<file path="src/rtl/operand_loader_if.sv">
// Operand input stream: one DATA_WIDTH word per valid/ready handshake.
// master drives in_data/in_valid, slave (the loader) drives in_ready.
interface operand_loader_if #(
    parameter int DATA_WIDTH = 8
);
    logic [DATA_WIDTH-1:0] in_data;
    logic                  in_valid;
    logic                  in_ready;

    modport master (
        output in_data,
        output in_valid,
        input  in_ready
    );

    modport slave (
        input  in_data,
        input  in_valid,
        output in_ready
    );
endinterface

</file>
<file path="src/rtl/operand_loader.sv">
// operand_loader: captures operand vectors A then B (DEPTH words each)
// from in_if while loaddata is high, then raises inputdata_ready.
// Ports: clk, reset (async, active-high), loaddata, in_if (stream),
// compute_done, rd_addr -> rd_a/rd_b (comb), inputdata_ready, load_count.
module operand_loader #(
    parameter int  DATA_WIDTH = 8,
    parameter int  DEPTH      = 4,
    localparam int ADDR_W     = $clog2(DEPTH)
) (
    input  logic                  clk,
    input  logic                  reset,
    input  logic                  loaddata,
    operand_loader_if.slave       in_if,
    input  logic                  compute_done,
    input  logic [ADDR_W-1:0]     rd_addr,
    output logic [DATA_WIDTH-1:0] rd_a,
    output logic [DATA_WIDTH-1:0] rd_b,
    output logic                  inputdata_ready,
    output logic [ADDR_W:0]       load_count
);

    typedef enum logic [1:0] {
        IDLE,
        LOAD_A,
        LOAD_B,
        DONE
    } state_e;

    localparam logic [ADDR_W:0]   DEPTH_C = (ADDR_W + 1)'(DEPTH);
    localparam logic [ADDR_W-1:0] LAST_C  = ADDR_W'(DEPTH - 1);

    state_e                state_q, state_d;
    logic [ADDR_W-1:0]     idx_q, idx_d;
    logic                  ird_q;
    logic [DATA_WIDTH-1:0] buf_a_q [DEPTH];
    logic [DATA_WIDTH-1:0] buf_b_q [DEPTH];

    logic in_rdy;
    logic acc;
    logic last;
    logic addr_ok;

    assign acc  = in_if.in_valid & in_rdy;
    assign last = (idx_q == LAST_C);

    // State register
    always_ff @(posedge clk or posedge reset) begin
        if (reset) begin
            state_q <= IDLE;
            idx_q   <= '0;
        end else begin
            state_q <= state_d;
            idx_q   <= idx_d;
        end
    end

    // Next-state logic; the index is cleared on every vector boundary
    // so it never addresses past DEPTH-1.
    always_comb begin
        state_d = state_q;
        idx_d   = idx_q;
        unique case (state_q)
            IDLE: begin
                if (loaddata) begin
                    state_d = LOAD_A;
                    idx_d   = '0;
                end
            end
            LOAD_A: begin
                if (acc) begin
                    if (last) begin
                        state_d = LOAD_B;
                        idx_d   = '0;
                    end else begin
                        idx_d = idx_q + ADDR_W'(1);
                    end
                end
            end
            LOAD_B: begin
                if (acc) begin
                    if (last) begin
                        state_d = DONE;
                        idx_d   = '0;
                    end else begin
                        idx_d = idx_q + ADDR_W'(1);
                    end
                end
            end
            DONE: begin
                if (compute_done) begin
                    state_d = IDLE;
                end
            end
            default: begin
                state_d = IDLE;
                idx_d   = '0;
            end
        endcase
    end

    // Outputs decoded from state
    always_comb begin
        in_rdy     = 1'b0;
        load_count = '0;
        unique case (state_q)
            LOAD_A,
            LOAD_B: begin
                in_rdy     = loaddata;
                load_count = {1'b0, idx_q};
            end
            DONE: begin
                load_count = DEPTH_C;
            end
            default: begin
                in_rdy     = 1'b0;
                load_count = '0;
            end
        endcase
    end

    assign in_if.in_ready = in_rdy;

    // Ready follows DONE by one cycle on both edges of the phase.
    always_ff @(posedge clk or posedge reset) begin
        if (reset) begin
            ird_q <= 1'b0;
        end else begin
            ird_q <= (state_q == DONE);
        end
    end

    assign inputdata_ready = ird_q;

    always_ff @(posedge clk or posedge reset) begin
        if (reset) begin
            for (int i = 0; i < DEPTH; i++) begin
                buf_a_q[i] <= '0;
                buf_b_q[i] <= '0;
            end
        end else if (acc) begin
            if (state_q == LOAD_A) begin
                buf_a_q[idx_q] <= in_if.in_data;
            end
            if (state_q == LOAD_B) begin
                buf_b_q[idx_q] <= in_if.in_data;
            end
        end
    end

    // Guards unused addresses when DEPTH is not a power of two.
    assign addr_ok = ({1'b0, rd_addr} < DEPTH_C);
    assign rd_a    = addr_ok ? buf_a_q[rd_addr] : '0;
    assign rd_b    = addr_ok ? buf_b_q[rd_addr] : '0;

endmodule

</file>
<file path="src/flat_wrapper.sv">
// flat-port wrapper written by rule: the top's interface ports become plain ports
module operand_loader_flat 
#(
    parameter int  DATA_WIDTH = 8,
    parameter int  DEPTH      = 4,
    localparam int ADDR_W     = $clog2(DEPTH)
)
  (clk, reset, loaddata, compute_done, rd_addr, rd_a, rd_b, inputdata_ready, load_count, in_if_in_data, in_if_in_valid, in_if_in_ready);
  operand_loader_if #(.DATA_WIDTH(DATA_WIDTH)) in_if_i ();
  input  logic clk;
  input  logic reset;
  input  logic loaddata;
  input  logic compute_done;
  input  logic [ADDR_W-1:0] rd_addr;
  output logic [DATA_WIDTH-1:0] rd_a;
  output logic [DATA_WIDTH-1:0] rd_b;
  output logic inputdata_ready;
  output logic [ADDR_W:0] load_count;
  input wire logic [$bits(in_if_i.in_data)-1:0] in_if_in_data;
  input wire logic [$bits(in_if_i.in_valid)-1:0] in_if_in_valid;
  output wire logic [$bits(in_if_i.in_ready)-1:0] in_if_in_ready;
  assign in_if_i.in_data = in_if_in_data;
  assign in_if_i.in_valid = in_if_in_valid;
  assign in_if_in_ready = in_if_i.in_ready;
  operand_loader #(.DATA_WIDTH(DATA_WIDTH), .DEPTH(DEPTH)) u_core (.clk(clk), .reset(reset), .loaddata(loaddata), .in_if(in_if_i), .compute_done(compute_done), .rd_addr(rd_addr), .rd_a(rd_a), .rd_b(rd_b), .inputdata_ready(inputdata_ready), .load_count(load_count));
endmodule
</file>
<file path="config.mk">
export PLATFORM = sky130hd
export DESIGN_NAME = operand_loader_flat
export DESIGN_NICKNAME = d
export VERILOG_FILES = /design/src/rtl/operand_loader_if.sv /design/src/rtl/operand_loader.sv /design/src/flat_wrapper.sv
export SDC_FILE = /design/constraint.sdc
export NUM_CORES = 1
export LEC_CHECK = 0
export ABC_AREA = 1
export CAP_MARGIN = 20
export CORE_MARGIN = 8
export CORE_UTILIZATION = 38
export DETAILED_ROUTE_END_ITERATION = 10
export PLACE_DENSITY = 0.55
export REMOVE_ABC_BUFFERS = 1
export SLEW_MARGIN = 20
export SYNTH_ARGS = -nofsm -noshare
export SYNTH_HDL_FRONTEND = slang
export SYNTH_SLANG_ARGS = --single-unit
</file>
<file path="constraint.sdc">
create_clock -name clk -period 2.3 [get_ports clk]
set_clock_uncertainty 0.1 [all_clocks]
set_input_delay 0.23 -clock clk [delete_from_list [all_inputs] [get_ports clk]]
set_output_delay 0.23 -clock clk [all_outputs]
set_load 0.05 [all_outputs]
</file>
# == Word level (Yosys, flattened, before mapping) ==
# Cells that the tools add are included.
# word_totals
regBits,69
latchBits,0
ram_bits,0
mem_bits_ro,0
in_bits,15
out_inout_bits,21
word_cells,60
n_memories,0
# op_classes
add_sub_neg,1
mul,0
div,0
magnitude_cmp,3
n_eq_ne,11
n_shift,0
muxes,23
bitwise,3
reduce_logical,8
# op_table
op,count
32-bit bitwise mux,2
8-bit 2-to-1 mux,5
8-bit binary-select mux with 2-bit select,2
2-bit 2-to-1 mux,9
8-bit demux with 2-bit select,1
2-bit by 1-bit != test with 1-bit output (second input constant),5
2-bit one-hot mux with 4 select lines,1
2-bit == test (second input constant),3
3-bit >= comparator (second input constant),2
2-bit NOT with 3-bit output,2
3-bit one-hot mux with 2 select lines,1
6-bit AND reduction,1
2-bit != test (second input constant),2
2-bit one-hot mux with 2 select lines,1
2-bit AND reduction,2
3-bit by 1-bit less-than comparator with 1-bit output (second input constant),1
3-bit AND reduction,1
2-bit by 1-bit adder with 2-bit output (second input constant),1
2-bit by 1-bit == test with 1-bit output (second input constant),1
2-bit logical NOT,1
2-bit nonzero test,1
2-bit OR reduction,1
1-bit bitwise AND,1
1-bit logical AND,1
1-bit 2-to-1 mux,1

# == Depth between registers and ports, before layout ==
# Gate-level depths: netlist (run 1).
# logic_depth
ltp_word,6
mapped_depth,9
ltp_nobuf,8

# == Worst setup path after synthesis (run 1) ==
# No wires, ideal clock.
# synth_timing
path_type,reg-to-output
startpoint,reg u_core.state_q[0]
endpoint,out load_count[1]
t_arrival_ns,2.012
required_time_ns,1.970
setup_slack_ns,-0.042
stages_incl_launch_ff,6
path_buffers,1
path_cell_list,dfrtp_1 > inv_1 > ha_1 > buf_4 > inv_1 > nor3_1
# synth_between
elab_chain_len,3
word_cells_on_any_way,5
classes_between,eq/ne (3); mux (1); reduce/logical (1)
# synth_lines
element,line_no,text
"start, declared",operand_loader.sv:32,"state_e state_q, state_d;"
"start signal, assigned",operand_loader.sv:52,state_q <= state_d;
2-bit == test / 2-bit by 1-bit == test with 1-bit output (equally long branches),operand_loader.sv:105,unique case (state_q)
2-bit OR reduction (no source line),-,
3-bit one-hot mux with 2 select lines (*),operand_loader.sv:105,
"end, declared",flat_wrapper.sv:18,output logic [ADDR_W:0] load_count;
# Mark *: on every way between the ends. The rest lies on a longest branch, timed or not.

# == Final worst setup path (run 1) ==
# layout_timing
startpoint,reg u_core.state_q[1]
endpoint,out load_count[1]
# The elaborated chain is that of the path after synthesis.

==> tab_implementation.tex, run 1 <==
\begin{tabular}{lr}
\hline
Metric & Value \\
\hline
\multicolumn{2}{l}{\textbf{Run status}} \\
\quad Outcome & finished, final reports clean \\
\multicolumn{2}{l}{\textbf{Floorplanning}} \\
\quad Die area & between 10000 and 15000 sq um \\
\quad Core ar. & 8550 sq um \\
\quad Die outline width & 109 microns \\
\quad Starting density of the core & 0.384 \\
\quad Boundary Pins & 36 \\
\quad Row Count & 34 \\
\quad Vert. Die Dim & 109 microns \\
\multicolumn{2}{l}{\textbf{Timing}} \\
\quad Maximum clock frequency & 467 MHz \\
\quad Fraction of the cycle the final worst path needs & 0.931 \\
\quad Slew Viols, Final & 0 \\
\quad Setup-failing EPs final & 0 \\
\quad Max\_slew headroom & 0.663 \\
\quad Final TNS setup & 0 ps \\
\quad Slew at the pin closest to its max-slew limit & 504 ps \\
\quad Fin. Hold Viols & 0 \\
\quad RSZ-0062 raised after global routing & no \\
\quad Post-route minimum period & 2140 ps \\
\multicolumn{2}{l}{\textbf{Power}} \\
\quad Static leakage power & around 1.9 nW \\
\quad Largest voltage drop on the vdd net & between 0.7 and 0.8 mV \\
\quad Power, Total & 4.71 mW \\
\quad Power per Cell Area & $\sim$1100 nW/um\^{}2 \\
\multicolumn{2}{l}{\textbf{Synthesis}} \\
\quad Share of the synthesized area in the top cell type & 0.527 \\
\quad Post-synthesis area per instance & 9.03 sq um \\
\quad Warnings from Yosys & 0 \\
\quad Leading cell types by total area after synthesis & sky130\_fd\_sc\_hd\_\_dfrtp\_1 53\%, sky130\_fd\_sc\_hd\_\_nand2\_1 9.0\%, sky130\_fd\_sc\_hd\_\_o21ai\_1 7.9\% \\
\quad Netlist area before placement & 3280 sq um \\
\quad Register area share after synthesis & 0.527 \\
\quad Synth Register Bits & 69 \\
\quad Unique masters post-synth & 22 \\
\quad Gate count after technology mapping & 363 \\
\quad Cell type with the highest aggregate area in the netlist & sky130\_fd\_sc\_hd\_\_dfrtp\_1 \\
\multicolumn{2}{l}{\textbf{Setup path}} \\
\quad Cell family with most CP delay & adder cells \\
\quad Largest stage delay on the critical path & 430 ps \\
\quad Critical path launch point & u\_core.state\_q[1]\$\_DFFE\_PP0P\_ \\
\quad Crit path max fanout & 8 \\
\quad Category of the most critical setup path & reg2out \\
\quad Reg2reg setup slack & approximately 340 ps \\
\quad End point of the critical path & load\_count[1] \\
\quad Crit path buffers/inverters & 3 \\
\quad CP Cell Sequence & inv\_1 > ha\_2 > inv\_1 > nor3\_2 > buf\_12 \\
\quad Required time of the critical path & 1970 ps \\
\quad Depth of the worst register-to-register path & 7 \\
\quad End of the worst register-to-register path & u\_core.buf\_a\_q[29]\$\_DFFE\_PP0P\_ \\
\quad Startpoint type of the worst setup path & flop \\
\quad Slowest-stage cell, CP & sky130\_fd\_sc\_hd\_\_ha\_2 \\
\quad Stages on the worst setup path & 5 \\
\quad FF-to-FF Start & u\_core.state\_q[1]\$\_DFFE\_PP0P\_ \\
\quad CP arrival & 1810 ps \\
\quad Cell type with the highest occurrence count on the critical path & sky130\_fd\_sc\_hd\_\_inv\_1 \\
\quad CP endpoint kind & primary output \\
\multicolumn{2}{l}{\textbf{Placement}} \\
\quad Count of input and output buffers & 35 \\
\quad Placer congestion estimate & 0.774 \\
\quad Half-perimeter wire length of the detailed placement result & just under 5 mm \\
\multicolumn{2}{l}{\textbf{Global route}} \\
\quad Global routing usage summed across all routing layers & 0.136 \\
\quad Maximum number of pins on one net before global-route repair & 64 \\
\quad Wire length of the first global-routing pass & 12.6 mm \\
\quad Vias in the first global route & between 2000 and 2500 \\
\quad Antenna violations before repair & 0 \\
\quad Remaining global-route overflow & 0 \\
\multicolumn{2}{l}{\textbf{Clock network}} \\
\quad H-tree Lvls & 3 \\
\quad Clock transition time at the flip-flop clock pins of the worst setup and hold paths & 70 ps \\
\quad Number of clock buffers inserted by TritonCTS & 9 \\
\quad Clock tree root buffer cell & sky130\_fd\_sc\_hd\_\_clkbuf\_8 \\
\quad Sink count of the clock tree & 69 \\
\quad Post-CTS Repair Setup Buffers & 0 \\
\quad Worst-skew pair later-pin latency & between 300 and 400 ps \\
\quad Clock tree from TritonCTS & built \\
\quad Maximum clock insertion buffer count & 2 \\
\multicolumn{2}{l}{\textbf{Worst hold path}} \\
\quad Classification of the worst-slack hold path & reg2reg \\
\multicolumn{2}{l}{\textbf{Detailed routing}} \\
\quad DRC violation count after routing & 0 \\
\quad Via count & 2550 \\
\quad Routed wire length & 7.47 mm \\
\quad Via count normalized by instance count & 4.98 \\
\quad Detail-routed net length per standard cell & 14.6 microns \\
\quad Antenna-violating nets left & 0 \\
\quad Pre-Repair DR Iteration Count & 5 \\
\quad Initial detailed-routing violation count & 170 \\
\multicolumn{2}{l}{\textbf{Layout}} \\
\quad Most common cell after layout, fill and taps aside & sky130\_fd\_sc\_hd\_\_nand2\_1 \\
\quad Area overhead of the layout relative to synthesis & 25.3\% \\
\quad Fin nets & 424 \\
\quad Final core utilization & 0.481 \\
\quad Most frequent cells in the layout & 79 x sky130\_fd\_sc\_hd\_\_nand2\_1, 69 x sky130\_fd\_sc\_hd\_\_dfrtp\_1, 52 x sky130\_fd\_sc\_hd\_\_o21ai\_1 \\
\quad Fraction of layout instances using a drive strength above 1 & 0.171 \\
\quad Antenna diode instance count & 0 \\
\multicolumn{2}{l}{\textbf{Job}} \\
\quad Reported max-cap violation count & 0 \\
\hline
\end{tabular}
==> routing by layer <==
layer / vias up / GRT usage / share of wire
met5: - / 0 / 0
li1: 1279 / - / -
met4: 0 / 0.0352 / 0.0045
met2: 44 / 0.213 / 0.47
met3: 2 / 0.0443 / 0.051
met1: 1225 / 0.178 / 0.47
==> cell usage after synthesis <==
cell / n
sky130_fd_sc_hd__nand4_1: 1
sky130_fd_sc_hd__or2_2: 1
sky130_fd_sc_hd__buf_4: 1
sky130_fd_sc_hd__nor2_4: 1
sky130_fd_sc_hd__a21oi_1: 1
sky130_fd_sc_hd__nor2_8: 1
sky130_fd_sc_hd__nand2_2: 4
sky130_fd_sc_hd__inv_1: 22
sky130_fd_sc_hd__ha_1: 10
sky130_fd_sc_hd__nand2_1: 79
sky130_fd_sc_hd__nor2_1: 33
sky130_fd_sc_hd__o21ai_1: 52
sky130_fd_sc_hd__buf_6: 8
sky130_fd_sc_hd__nand3_4: 1
sky130_fd_sc_hd__o21ai_0: 35
sky130_fd_sc_hd__nand2_4: 4
sky130_fd_sc_hd__o22ai_1: 16
sky130_fd_sc_hd__o21ai_2: 12
sky130_fd_sc_hd__dfrtp_1: 69
sky130_fd_sc_hd__clkbuf_1: 8
sky130_fd_sc_hd__nand3_1: 2
sky130_fd_sc_hd__nor3_1: 2
==> worst reg2reg max path, cell delays in order, from the launching register on <==
cell and delay, ps:
sky130_fd_sc_hd__dfrtp_1 410, sky130_fd_sc_hd__inv_1 110, sky130_fd_sc_hd__ha_2 430, sky130_fd_sc_hd__nand3_4 140, sky130_fd_sc_hd__nor2_4 170, sky130_fd_sc_hd__nand2_2 260, sky130_fd_sc_hd__nand2_1 160, sky130_fd_sc_hd__o21ai_2 60
==> area by class of cell <==
class	count	area, sq um
Inverter	22	82.6
Multi-Input combinational cell	255	1360
Tap cell	108	135
Clock buffer	10	138
Fill cell	830	4440
Sequential cell	69	1730
Clock inverter	6	38.8
Timing Repair Buffer	42	633
==> logic make-up (layout without fill, tap and decap cells) <==
family	count (synthesis)	after routing	synth area share
flip-flops	69	69	0.527
AO/OA/AOI/OAI	116	116	0.197
buffers and inverters	39	80	0.0641
AND/OR/NAND/NOR	129	129	0.174
adder cells (fa/ha/maj)	10	10	0.0382
==> what timing repair did <==
item	CTS	global route
endpoints found under the setup margin	0	2
hold buffers	1	0
resized for setup	0	3
endpoints found under the hold margin	6	0
==> sequential cells by signal, summed over array words and instances (netlist names) <==
signal and count:
u_core.buf_a_q 32, u_core.buf_b_q 32, u_core.idx_q 2, u_core.state_q 2, u_core.inputdata_ready 1
==> where the power goes <==
part | switching, mW | internal, mW
combinational | 1.12 | 0.820
sequential | 0.235 | 1.66
clock | 0.466 | 0.416
==> per-stage QoR <==
stage	hold WS, ps	std cells	area [sq um]	worst slack, ps
3_3_place_gp	365	495	3910	279
5_1_grt	405	512	4110	56.6
3_5_place_dp	366	495	3910	248
6_report	385	512	4110	159
2_1_floorplan	354	346	3150	-84.9
4_1_cts	386	512	4100	20.4
==> how the worst min path moves through the flow <==
| stage | start | end | slack [ps] | cells after the start |
|---|---|---|---|---|
| 2_1_floorplan | u_core.buf_a_q[15]$_DFFE_PP0P_ | u_core.buf_a_q[15]$_DFFE_PP0P_ | 350 | 2 |
| 5_1_grt | u_core.buf_b_q[13]$_DFFE_PP0P_ | u_core.buf_b_q[13]$_DFFE_PP0P_ | 400 | 2 |
| 6_report | u_core.buf_a_q[31]$_DFFE_PP0P_ | u_core.buf_a_q[31]$_DFFE_PP0P_ | 380 | 2 |
| 4_1_cts | u_core.buf_a_q[31]$_DFFE_PP0P_ | u_core.buf_a_q[31]$_DFFE_PP0P_ | 390 | 2 |
| 3_3_place_gp | reset | u_core.inputdata_ready$_DFF_PP0_ | 360 | 2 |
| 3_5_place_dp | reset | u_core.inputdata_ready$_DFF_PP0_ | 370 | 2 |
No activity file was read; power rests on OpenSTA's default activity.
==> inputs of run 2 (changes only) <==
Settings changed: REMOVE_ABC_BUFFERS 1 to unset.
==> tab_implementation.tex, run 2 (synthesis results as in run 1) <==
\begin{tabular}{lr}
\hline
Metric & Value \\
\hline
\multicolumn{2}{l}{\textbf{Global route}} \\
\quad Wire length of the first global-routing pass & 12.5 mm (-0.66\%) \\
\quad Vias in the first global route & 2444 (-2.2\%) \\
\quad Maximum number of pins on one net before global-route repair & 70 (+9.4\%) \\
\quad Antenna violations before repair & 0 (unchanged) \\
\quad Global routing usage summed across all routing layers & 0.136 (-0.000330) \\
\quad Remaining global-route overflow & 0 (unchanged) \\
\multicolumn{2}{l}{\textbf{Timing}} \\
\quad Max\_slew headroom & 0.668 (+0.00560) \\
\quad Slew at the pin closest to its max-slew limit & 496 ps (-8.37 ps) \\
\quad Final TNS setup & 0 ps (unchanged) \\
\quad Post-route minimum period & 2160 ps (+20.4 ps) \\
\quad Slew Viols, Final & 0 (unchanged) \\
\quad Setup-failing EPs final & 0 (unchanged) \\
\quad Fin. Hold Viols & 0 (unchanged) \\
\quad RSZ-0062 raised after global routing & no \\
\quad Maximum clock frequency & 463 MHz (-0.94\%) \\
\quad Final worst slack & 138 ps (-20.4 ps) \\
\quad Fraction of the cycle the final worst path needs & 0.940 (+0.00885) \\
\multicolumn{2}{l}{\textbf{Run status}} \\
\quad Outcome & finished, final reports clean \\
\multicolumn{2}{l}{\textbf{Setup path}} \\
\quad Slowest-stage cell, CP & sky130\_fd\_sc\_hd\_\_dfrtp\_1 \\
\quad Crit path buffers/inverters & 4 (+1) \\
\quad Required time of the critical path & 1970 ps (about the same) \\
\quad CP arrival & 1830 ps (+20 ps) \\
\quad Largest stage delay on the critical path & 420 ps (about the same) \\
\quad CP Cell Sequence & inv\_1 > ha\_1 > buf\_4 > inv\_1 > nor3\_2 > buf\_12 \\
\quad Depth of the worst register-to-register path & 7 (unchanged) \\
\quad Cell family with most CP delay & buffers and inverters \\
\quad Cell type with the highest occurrence count on the critical path & sky130\_fd\_sc\_hd\_\_inv\_1 \\
\quad Stages on the worst setup path & 6 (+1) \\
\quad Category of the most critical setup path & reg2out \\
\quad Crit path max fanout & 7 (-1) \\
\quad CP endpoint kind & primary output \\
\quad Startpoint type of the worst setup path & flop \\
\multicolumn{2}{l}{\textbf{Layout}} \\
\quad Most common cell after layout, fill and taps aside & sky130\_fd\_sc\_hd\_\_nand2\_1 \\
\quad Most frequent cells in the layout & 79 x sky130\_fd\_sc\_hd\_\_nand2\_1, 69 x sky130\_fd\_sc\_hd\_\_dfrtp\_1, 52 x sky130\_fd\_sc\_hd\_\_o21ai\_1 \\
\quad Fin nets & 424 (unchanged) \\
\quad Final core utilization & 0.482 (+0.00102) \\
\quad Antenna diode instance count & 0 (unchanged) \\
\quad Area overhead of the layout relative to synthesis & 25.6\% \\
\quad Fraction of layout instances using a drive strength above 1 & 0.163 (-0.00743) \\
\quad Top flop regs & u\_core.buf\_a\_q (32), u\_core.buf\_b\_q (32) \\
\quad Final design instance area without fill & 4120 sq um (+0.21\%) \\
\multicolumn{2}{l}{\textbf{Job}} \\
\quad Reported max-cap violation count & 0 (unchanged) \\
\multicolumn{2}{l}{\textbf{Detailed routing}} \\
\quad Via count & 2531 (-0.75\%) \\
\quad DRC violation count after routing & 0 (unchanged) \\
\quad Routed wire length & 7.59 mm (+1.5\%) \\
\quad Antenna-violating nets left & 0 (unchanged) \\
\quad Initial detailed-routing violation count & 103 (-39\%) \\
\quad Detail-routed net length per standard cell & 14.8 microns (+1.5\%) \\
\quad Pre-Repair DR Iteration Count & 4 (-1) \\
\quad Via count normalized by instance count & 4.94 (-0.75\%) \\
\multicolumn{2}{l}{\textbf{Worst hold path}} \\
\quad Classification of the worst-slack hold path & in2async \\
\multicolumn{2}{l}{\textbf{Floorplanning}} \\
\quad Boundary Pins & 36 (unchanged) \\
\quad Row Count & 34 (unchanged) \\
\quad Die area & 11900 sq um (unchanged) \\
\quad Vert. Die Dim & 109 microns (unchanged) \\
\quad Starting density of the core & 0.384 (unchanged) \\
\quad Core ar. & 8550 sq um (unchanged) \\
\quad Die outline width & 109 microns (unchanged) \\
\multicolumn{2}{l}{\textbf{Placement}} \\
\quad Placement Cell Area & 3930 sq um (+0.45\%) \\
\quad Count of input and output buffers & 35 (unchanged) \\
\quad Dpl ws & 356 ps (+108 ps) \\
\quad Half-perimeter wire length of the detailed placement result & 4.94 mm (+0.38\%) \\
\quad Placer congestion estimate & 0.779 (+0.62\%) \\
\multicolumn{2}{l}{\textbf{Clock network}} \\
\quad Hold-fix buffers at CTS & 0 (-1) \\
\quad Number of clock buffers inserted by TritonCTS & 9 (unchanged) \\
\quad Clock tree root buffer cell & sky130\_fd\_sc\_hd\_\_clkbuf\_8 \\
\quad Clock transition time at the flip-flop clock pins of the worst setup and hold paths & 70 ps (about the same) \\
\quad Maximum clock insertion buffer count & 2 (unchanged) \\
\quad Worst-skew pair later-pin latency & 330 ps (about the same) \\
\quad H-tree Lvls & 3 (unchanged) \\
\quad Post-CTS Repair Setup Buffers & 0 (unchanged) \\
\quad Resized Gates After CTS & 0 (unchanged) \\
\quad Sink count of the clock tree & 69 (unchanged) \\
\quad Clock tree from TritonCTS & built \\
\multicolumn{2}{l}{\textbf{Synthesis}} \\
\quad Net Count, Synth & 388 \\
\multicolumn{2}{l}{\textbf{Power}} \\
\quad Power per Cell Area & 1160 nW/um\^{}2 (+1.6\%) \\
\quad Largest voltage drop on the vdd net & 0.473 mV (-39\%) \\
\quad Power, Total & 4.80 mW (+1.8\%) \\
\quad Static leakage power & 1.95 nW (+0.57\%) \\
\hline
\end{tabular}
## run 2: area by class of cell
class	count	area (sq um)
Tap cell	108	135
Sequential cell	69	1730
Fill cell	826	4430
Inverter	22	82.6
Timing Repair Buffer	42	631
Multi-Input combinational cell	255	1350
Clock buffer	16	190
## run 2: layer usage
layer | part of all wire | global-route usage | up-vias | wire [microns]
met3 | 0.032 | 0.0195 | 10 | 240
met4 | 0.018 | 0.0616 | 0 | 133
li1 | - | - | 1285 | -
met5 | 0 | 0 | - | 0
met1 | 0.51 | 0.185 | 1191 | 3900
met2 | 0.44 | 0.210 | 45 | 3310
## run 2: power by group
group	leakage, nW	switching [mW]	total [mW]	internal [mW]
registers	0.927	0.247	1.91	1.66
logic	0.922	1.12	1.95	0.828
clock network	0.0970	0.429	0.942	0.513
## run 2: worst min-delay path, cell delays in order
cell	delay (ps)
sky130_fd_sc_hd__clkdlybuf4s50_1	410
sky130_fd_sc_hd__inv_2	70
sky130_fd_sc_hd__buf_12	310
## run 2: path summary, 6_finish.rpt
check | end | slack [ps] | startpoint
min in group clk | u_core.buf_a_q[6]$_DFFE_PP0P_ | 390 | u_core.buf_a_q[6]$_DFFE_PP0P_
max in group asynchronous | u_core.buf_b_q[6]$_DFFE_PP0P_ | 1610 | reset
min | u_core.idx_q[0]$_DFFE_PP0P_ | 190 | reset
min reg2reg | u_core.buf_a_q[6]$_DFFE_PP0P_ | 390 | u_core.buf_a_q[6]$_DFFE_PP0P_
max reg2reg | u_core.buf_a_q[4]$_DFFE_PP0P_ | 410 | u_core.state_q[0]$_DFFE_PP0P_
max | load_count[1] | 140 | u_core.state_q[0]$_DFFE_PP0P_
## run 2: per-stage QoR
stage | instances | hold WS (ps)
2_1_floorplan | 363 | 354
3_3_place_gp | 496 | 366
3_5_place_dp | 496 | 368
4_1_cts | 512 | 203
5_1_grt | 512 | 219
6_report | 512 | 188
